`config.mk`:
```
export PLATFORM = sky130hd
export DESIGN_NAME = fwd_scoreboard
export DESIGN_NICKNAME = d
export VERILOG_FILES = /design/src/rtl/fwd_scoreboard_pkg.sv /design/src/rtl/fwd_scoreboard_sb_entry.sv /design/src/rtl/fwd_scoreboard.sv
export SDC_FILE = /design/constraint.sdc
export NUM_CORES = 1
export LEC_CHECK = 0
export CELL_PAD_IN_SITES_DETAIL_PLACEMENT = 0
export CELL_PAD_IN_SITES_GLOBAL_PLACEMENT = 1
export CORE_ASPECT_RATIO = 1.75
export CORE_MARGIN = 2
export CORE_UTILIZATION = 46
export DETAILED_ROUTE_END_ITERATION = 6
export GPL_ROUTABILITY_DRIVEN = 0
export HOLD_SLACK_MARGIN = 0.15
export PLACE_DENSITY_LB_ADDON = 0.2
export SYNTH_ARGS = -nofsm -noshare
export SYNTH_HDL_FRONTEND = slang
export SYNTH_SLANG_ARGS = --single-unit
export TNS_END_PERCENT = 50
```
`constraint.sdc`:
```
create_clock -name clk -period 5.95 [get_ports clk]
set_input_delay 1.19 -clock clk [delete_from_list [all_inputs] [get_ports clk]]
set_output_delay 1.19 -clock clk [all_outputs]
set_load 0.1 [all_outputs]
```
`src/rtl/fwd_scoreboard_pkg.sv`:
```
// Shared definitions for the forwarding scoreboard: register address width
// and the per-port operand source encoding.
package fwd_scoreboard_pkg;

    localparam int RS_WIDTH = 5;

    typedef enum logic [1:0] {
        FWD_RF   = 2'b00,
        FWD_BYP  = 2'b01,
        FWD_WAIT = 2'b10
    } fwd_sel_e;

    // Operand source for one register given its pending bit and countdown state.
    function automatic fwd_sel_e fwd_decode(input logic pend, input logic cnt_zero);
        if (!pend)    return FWD_RF;
        if (cnt_zero) return FWD_BYP;
        return FWD_WAIT;
    endfunction

endpackage

```
`src/rtl/fwd_scoreboard_sb_entry.sv`:
```
// One scoreboard entry: pending flag plus a saturating countdown to the
// cycle the producer's result appears on the bypass network.
module sb_entry #(
    parameter int LAT_W = 3
) (
    input  logic             clk,
    input  logic             rst,
    input  logic             load_i,
    input  logic [LAT_W-1:0] lat_i,
    input  logic             wb_clr_i,
    input  logic             flush_i,
    output logic             pend_o,
    output logic [LAT_W-1:0] cnt_o
);

    logic             pend_q, pend_d;
    logic [LAT_W-1:0] cnt_q, cnt_d;

    // Priority rises down the block: flush beats a new issue, which beats writeback.
    // NOTE: every always_comb output gets a default first so no latch is inferred.
    always_comb begin
        pend_d = pend_q;
        cnt_d  = cnt_q;
        if (pend_q && (cnt_q != '0)) cnt_d = cnt_q - 1'b1;
        if (wb_clr_i) pend_d = 1'b0;
        if (load_i) begin
            pend_d = 1'b1;
            cnt_d  = lat_i;
        end
        if (flush_i) begin
            pend_d = 1'b0;
            cnt_d  = '0;
        end
    end

    // NOTE: sequential state uses non-blocking assignments only.
    always_ff @(posedge clk or posedge rst) begin
        if (rst) begin
            pend_q <= 1'b0;
            cnt_q  <= '0;
        end else begin
            pend_q <= pend_d;
            cnt_q  <= cnt_d;
        end
    end

    assign pend_o = pend_q;
    assign cnt_o  = cnt_q;

endmodule

```
`src/rtl/fwd_scoreboard.sv`:
```
// Register scoreboard that picks regfile/bypass/wait per operand port and
// raises stall on RAW or WAW hazards at decode.
module fwd_scoreboard
    import fwd_scoreboard_pkg::*;
#(
    parameter int NUM_REGS = 32,
    parameter int RS_W     = RS_WIDTH,
    parameter int NUM_RD   = 2,
    parameter int MAX_LAT  = 7,
    localparam int LAT_W   = $clog2(MAX_LAT + 1)
) (
    input  logic                   clk,
    input  logic                   rst,
    input  logic [NUM_RD*RS_W-1:0] rs_id,
    input  logic                   issue_valid,
    input  logic                   issue_regwrite,
    input  logic [RS_W-1:0]        issue_rd,
    input  logic [LAT_W-1:0]       issue_lat,
    input  logic                   wb_valid,
    input  logic [RS_W-1:0]        wb_rd,
    input  logic                   flush,
    output logic [NUM_RD*2-1:0]    fwd_sel,
    output logic                   stall,
    output logic [NUM_REGS-1:0]    busy,
    output logic [31:0]            stall_cnt
);

    localparam logic [LAT_W-1:0] MAX_LAT_V = LAT_W'(MAX_LAT);

    logic [NUM_REGS-1:0] pend_v;
    logic [LAT_W-1:0]    cnt_v [NUM_REGS];
    logic [LAT_W-1:0]    lat_clamped;
    logic                load_ok;
    logic                raw_hazard;
    logic                waw_hazard;
    logic [RS_W-1:0]     rs;
    fwd_sel_e            sel;
    logic [31:0]         stall_cnt_q, stall_cnt_d;

    assign lat_clamped = (issue_lat > MAX_LAT_V) ? MAX_LAT_V : issue_lat;
    assign load_ok     = issue_valid & issue_regwrite & (issue_rd != '0) & ~stall & ~flush;

    // x0 is hardwired: never pending, so it always reads from the register file.
    assign pend_v[0] = 1'b0;
    assign cnt_v[0]  = '0;

    for (genvar r = 1; r < NUM_REGS; r++) begin : g_entry
        sb_entry #(.LAT_W(LAT_W)) u_entry (
            .clk      (clk),
            .rst      (rst),
            .load_i   (load_ok && (issue_rd == RS_W'(r))),
            .lat_i    (lat_clamped),
            .wb_clr_i (wb_valid && (wb_rd == RS_W'(r))),
            .flush_i  (flush),
            .pend_o   (pend_v[r]),
            .cnt_o    (cnt_v[r])
        );
    end

    always_comb begin
        fwd_sel    = '0;
        raw_hazard = 1'b0;
        rs         = '0;
        sel        = FWD_RF;
        for (int i = 0; i < NUM_RD; i++) begin
            rs  = rs_id[i*RS_W +: RS_W];
            sel = fwd_decode(pend_v[rs], cnt_v[rs] == '0);
            fwd_sel[i*2 +: 2] = sel;
            if (sel == FWD_WAIT) raw_hazard = 1'b1;
        end
    end

    assign waw_hazard = issue_regwrite && (issue_rd != '0) && pend_v[issue_rd] &&
                        (cnt_v[issue_rd] != '0);
    assign stall      = issue_valid && !flush && (raw_hazard || waw_hazard);

    assign stall_cnt_d = (stall && (stall_cnt_q != '1)) ? stall_cnt_q + 32'd1 : stall_cnt_q;

    always_ff @(posedge clk or posedge rst) begin
        if (rst) stall_cnt_q <= '0;
        else     stall_cnt_q <= stall_cnt_d;
    end

    assign busy      = pend_v;
    assign stall_cnt = stall_cnt_q;

endmodule
```
==> flow_summary.yaml <==
run_status:
  status: "complete, no violations"
yosys:
  synthFlopType: "dfrtp_1"
  synth-seq-cells: 156
  synth-edff-count: 0
  syn_inst: 1344
  synthArstFlopShare_pct: 100
  synth_cell_type_count: 66
  netlist_area_um2: 11800
  synthesis.nets: 1436
  synth_seq_area_share_pct: 33.0
  synth_warnings: 0
  syn_avg_cell_area_um2: 8.81
detailed_routing:
  drtPass1Iterations: 6
  wl_per_cell_um: 21.9
  antenna_left: 0
  via_per_inst: 6.01
  route.vias.total: 10300
  routed_wl_mm: 37.7
  detail_route.iter0.violations: 842
  route.detailed.drc: 0
power_and_ir_drop:
  p_comb_share_pct: 11.3
  p_int_mw: 1.89
  p_sw_mw: 0.673
  p_leak_nw: 6.34
  switching_share_pct: 26.2
  vdd_ir_drop_max_v: 0.000203
  cellPowerDensity_nw_per_um2: 188
  seqPwrFrac_pct: 41.9
  power_frac_clock_pct: 46.8
grt:
  track_usage_pct: 28.1
  grt_max_degree: 96
  grt_pass1_wl_mm: 59.1
  grt_antenna_before_repair: 0
  grt_pass1_vias: 10300
  overflow: 0
cts:
  hold_buffers: 0
  clk_latency_ns: 0.46
  clock-sinks: 156
  cts_tree: "yes"
  h-tree-depth: 4
  clk_path_buf_depth: 2
  cts_buffers: 17
  cts.clk_slew.worst_paths_ns: 0.06
  cts-root-buf: "clkbuf_16"
timing:
  worst_pin_slew_ns: 1.01
  max_freq_ghz: 0.178
  hold_viol: 0
  grt_setup_unrepaired: "false"
  max_slew_margin_pct: 32.5
  clock-skew-final_ns: 0.0129
  period_share_pct: 94.6
  setup_ws_ns: 0.321
  period_needed_ns: 5.63
  setup_viol: 0
  slew_viol_final: 0
critical_path:
  cp-start-kind: "primary input"
  cp.required_ns: 4.76
  critPathCaptureType: "primary output"
  cpMaxStageDelayCell: "clkdlybuf4s50_1"
  worstSetupPathType: "in2out"
  slowest_delay_ns: 0.72
  crit_arrival_ns: 4.44
  critPathMostFrequentCell: "buf_4"
  crit_chain: "clkdlybuf4s50_1 > buf_4 > or3_1 > o32ai_1 > a221oi_1 > a311oi_1 > o31ai_1 > buf_4 > inv_2 > nor3_4 > nor2b_1 > buf_12"
  path_max_fanout: 11
final_layout:
  diodes: 0
  drive_gt1_share_pct: 9.43
  synthToLayoutAreaGrowth_pct: 14.9
  layout.nets: 1479
  fillerInstances: 2370
  layout_common_cells: "156 x dfrtp_1, 137 x inv_1, 106 x o21ai_0"
  fin_util_pct: 53.7
  ff_latch_area_um2: 3900
  instances_no_fill: 1716
  multi_input_area_um2: 6870
  layout_commonest_cell: "dfrtp_1"
floorplan:
  initial_core_util_pct: 46.7
  ios: 98
  die_area_um2: 27100
  row_count: 77
  die_h_um: 216
  die_width_um: 125
  coreArea_um2: 25300
placement:
  numPortBuffers: 96
  dpl.hpwl_mm: 27.8
  place_inst: 1684
  pre_cts_ws_ns: 0.238
worst_hold_path:
  hp-class: "reg2reg"
flow_run:
  max_cap_viol_count: 0
==> final cells by class <==
class / instances / share of cell area, %
Multi-Input combinational cell: 942 / 50.5
Sequential cell: 156 / 28.7
Timing Repair Buffer: 128 / 9.34
Inverter: 142 / 3.95
Clock buffer: 20 / 3.21
Tap cell: 316 / 2.91
Clock inverter: 12 / 1.43
==> registers in the layout, indices dropped and copies added (netlist names) <==
signal                  cells
g_entry.u_entry.cnt_o      93
g_entry.u_entry.pend_o     31
stall_cnt                  32
==> path summary, 6_finish.rpt <==
check	to	from	slack, ns	cells past startpoint
max	stall	rs_id[1]	0.32	12
min	stall_cnt[10]	stall_cnt[10]	0.49	1
max reg2reg	g_entry[15].u_entry.cnt_o[2]	g_entry[26].u_entry.cnt_o[0]	1.76	10
min reg2reg	stall_cnt[10]	stall_cnt[10]	0.49	1
max in group asynchronous	g_entry[5].u_entry.cnt_o[2]	rst	3.60	3
min in group asynchronous	g_entry[26].u_entry.cnt_o[2]	rst	1.25	2
==> cell families (layout without fill, tap and decap cells) <==
group / Yosys count / after routing / share of synthesized area, %
XOR/XNOR: 93 / 93 / 6.88
buffers and inverters: 246 / 302 / 9.19
AND/OR/NAND/NOR: 414 / 414 / 18.9
flip-flops: 156 / 156 / 33.0
adder cells (fa/ha/maj): 63 / 63 / 6.66
AO/OA/AOI/OAI: 280 / 280 / 14.4
multiplexers: 91 / 91 / 11.0
other: 1 / 1 / 0.0317
==> synthesized netlist by cell type (12+ instances only) <==
cell	number	area (um2)
a211oi_1	22	165
a21oi_1	78	390
a311oi_1	12	105
and3_1	13	81.3
buf_2	15	75.1
buf_4	35	263
clkbuf_1	45	169
dfrtp_1	156	3900
ha_1	63	788
inv_1	138	518
mux2_1	15	169
mux2i_1	41	410
mux4_2	29	653
nand2_1	60	225
nand2b_1	49	307
nand3_1	38	190
nand4_1	29	181
nand4_2	12	150
nor2_1	81	304
nor3_1	57	285
nor4_1	30	188
o21ai_0	107	536
xnor2_1	52	455
xor2_1	41	359
==> metal layers <==
metal | vias to the layer above | GRT usage [%] | routed length [um]
met5 | - | 0 | 0
li1 | 4808 | - | -
met1 | 5027 | 32.0 | 14300
met4 | 0 | 15.4 | 1940
met3 | 97 | 4.91 | 2160
met2 | 382 | 49.7 | 19200
==> repair_timing <==
| item | CTS | global route |
|---|---|---|
| resized for setup | 0 | 1 |
| setup endpoints to repair | 0 | 1 |
| buffers inserted | 0 | 0 |
==> critical path: cells and delay by family <==
family | cells | cell delay (ns)
buffers and inverters | 5 | 1.59
AOI/OAI and AO/OA | 4 | 0.97
and+or+nand+nor | 3 | 0.68
==> power groups by stage <==
| stage | clock, mW | combinational (mW) | sequential (mW) |
|---|---|---|---|
| after floorplan | 0 | 0.158 | 1.11 |
| after global placement | 0 | 0.285 | 1.09 |
| after detailed placement | 0 | 0.287 | 1.09 |
| after CTS | 1.21 | 0.289 | 1.07 |
| after global routing | 1.26 | 0.306 | 1.07 |
| final | 1.20 | 0.289 | 1.07 |
==> stage by stage <==
step                      power, mW  instance area [um2]  hold WS (ns)  TNS [ns]
after global routing           2.64                13600         0.518         0
final                          2.56                13600         0.493         0
after global placement         1.38                13000         0.475         0
after floorplan                1.27                11900         0.564    -0.194
after detailed placement       1.38                13000         0.483         0
after CTS                      2.58                13600         0.498         0
Note: power is estimated with default switching activity, not from simulation.
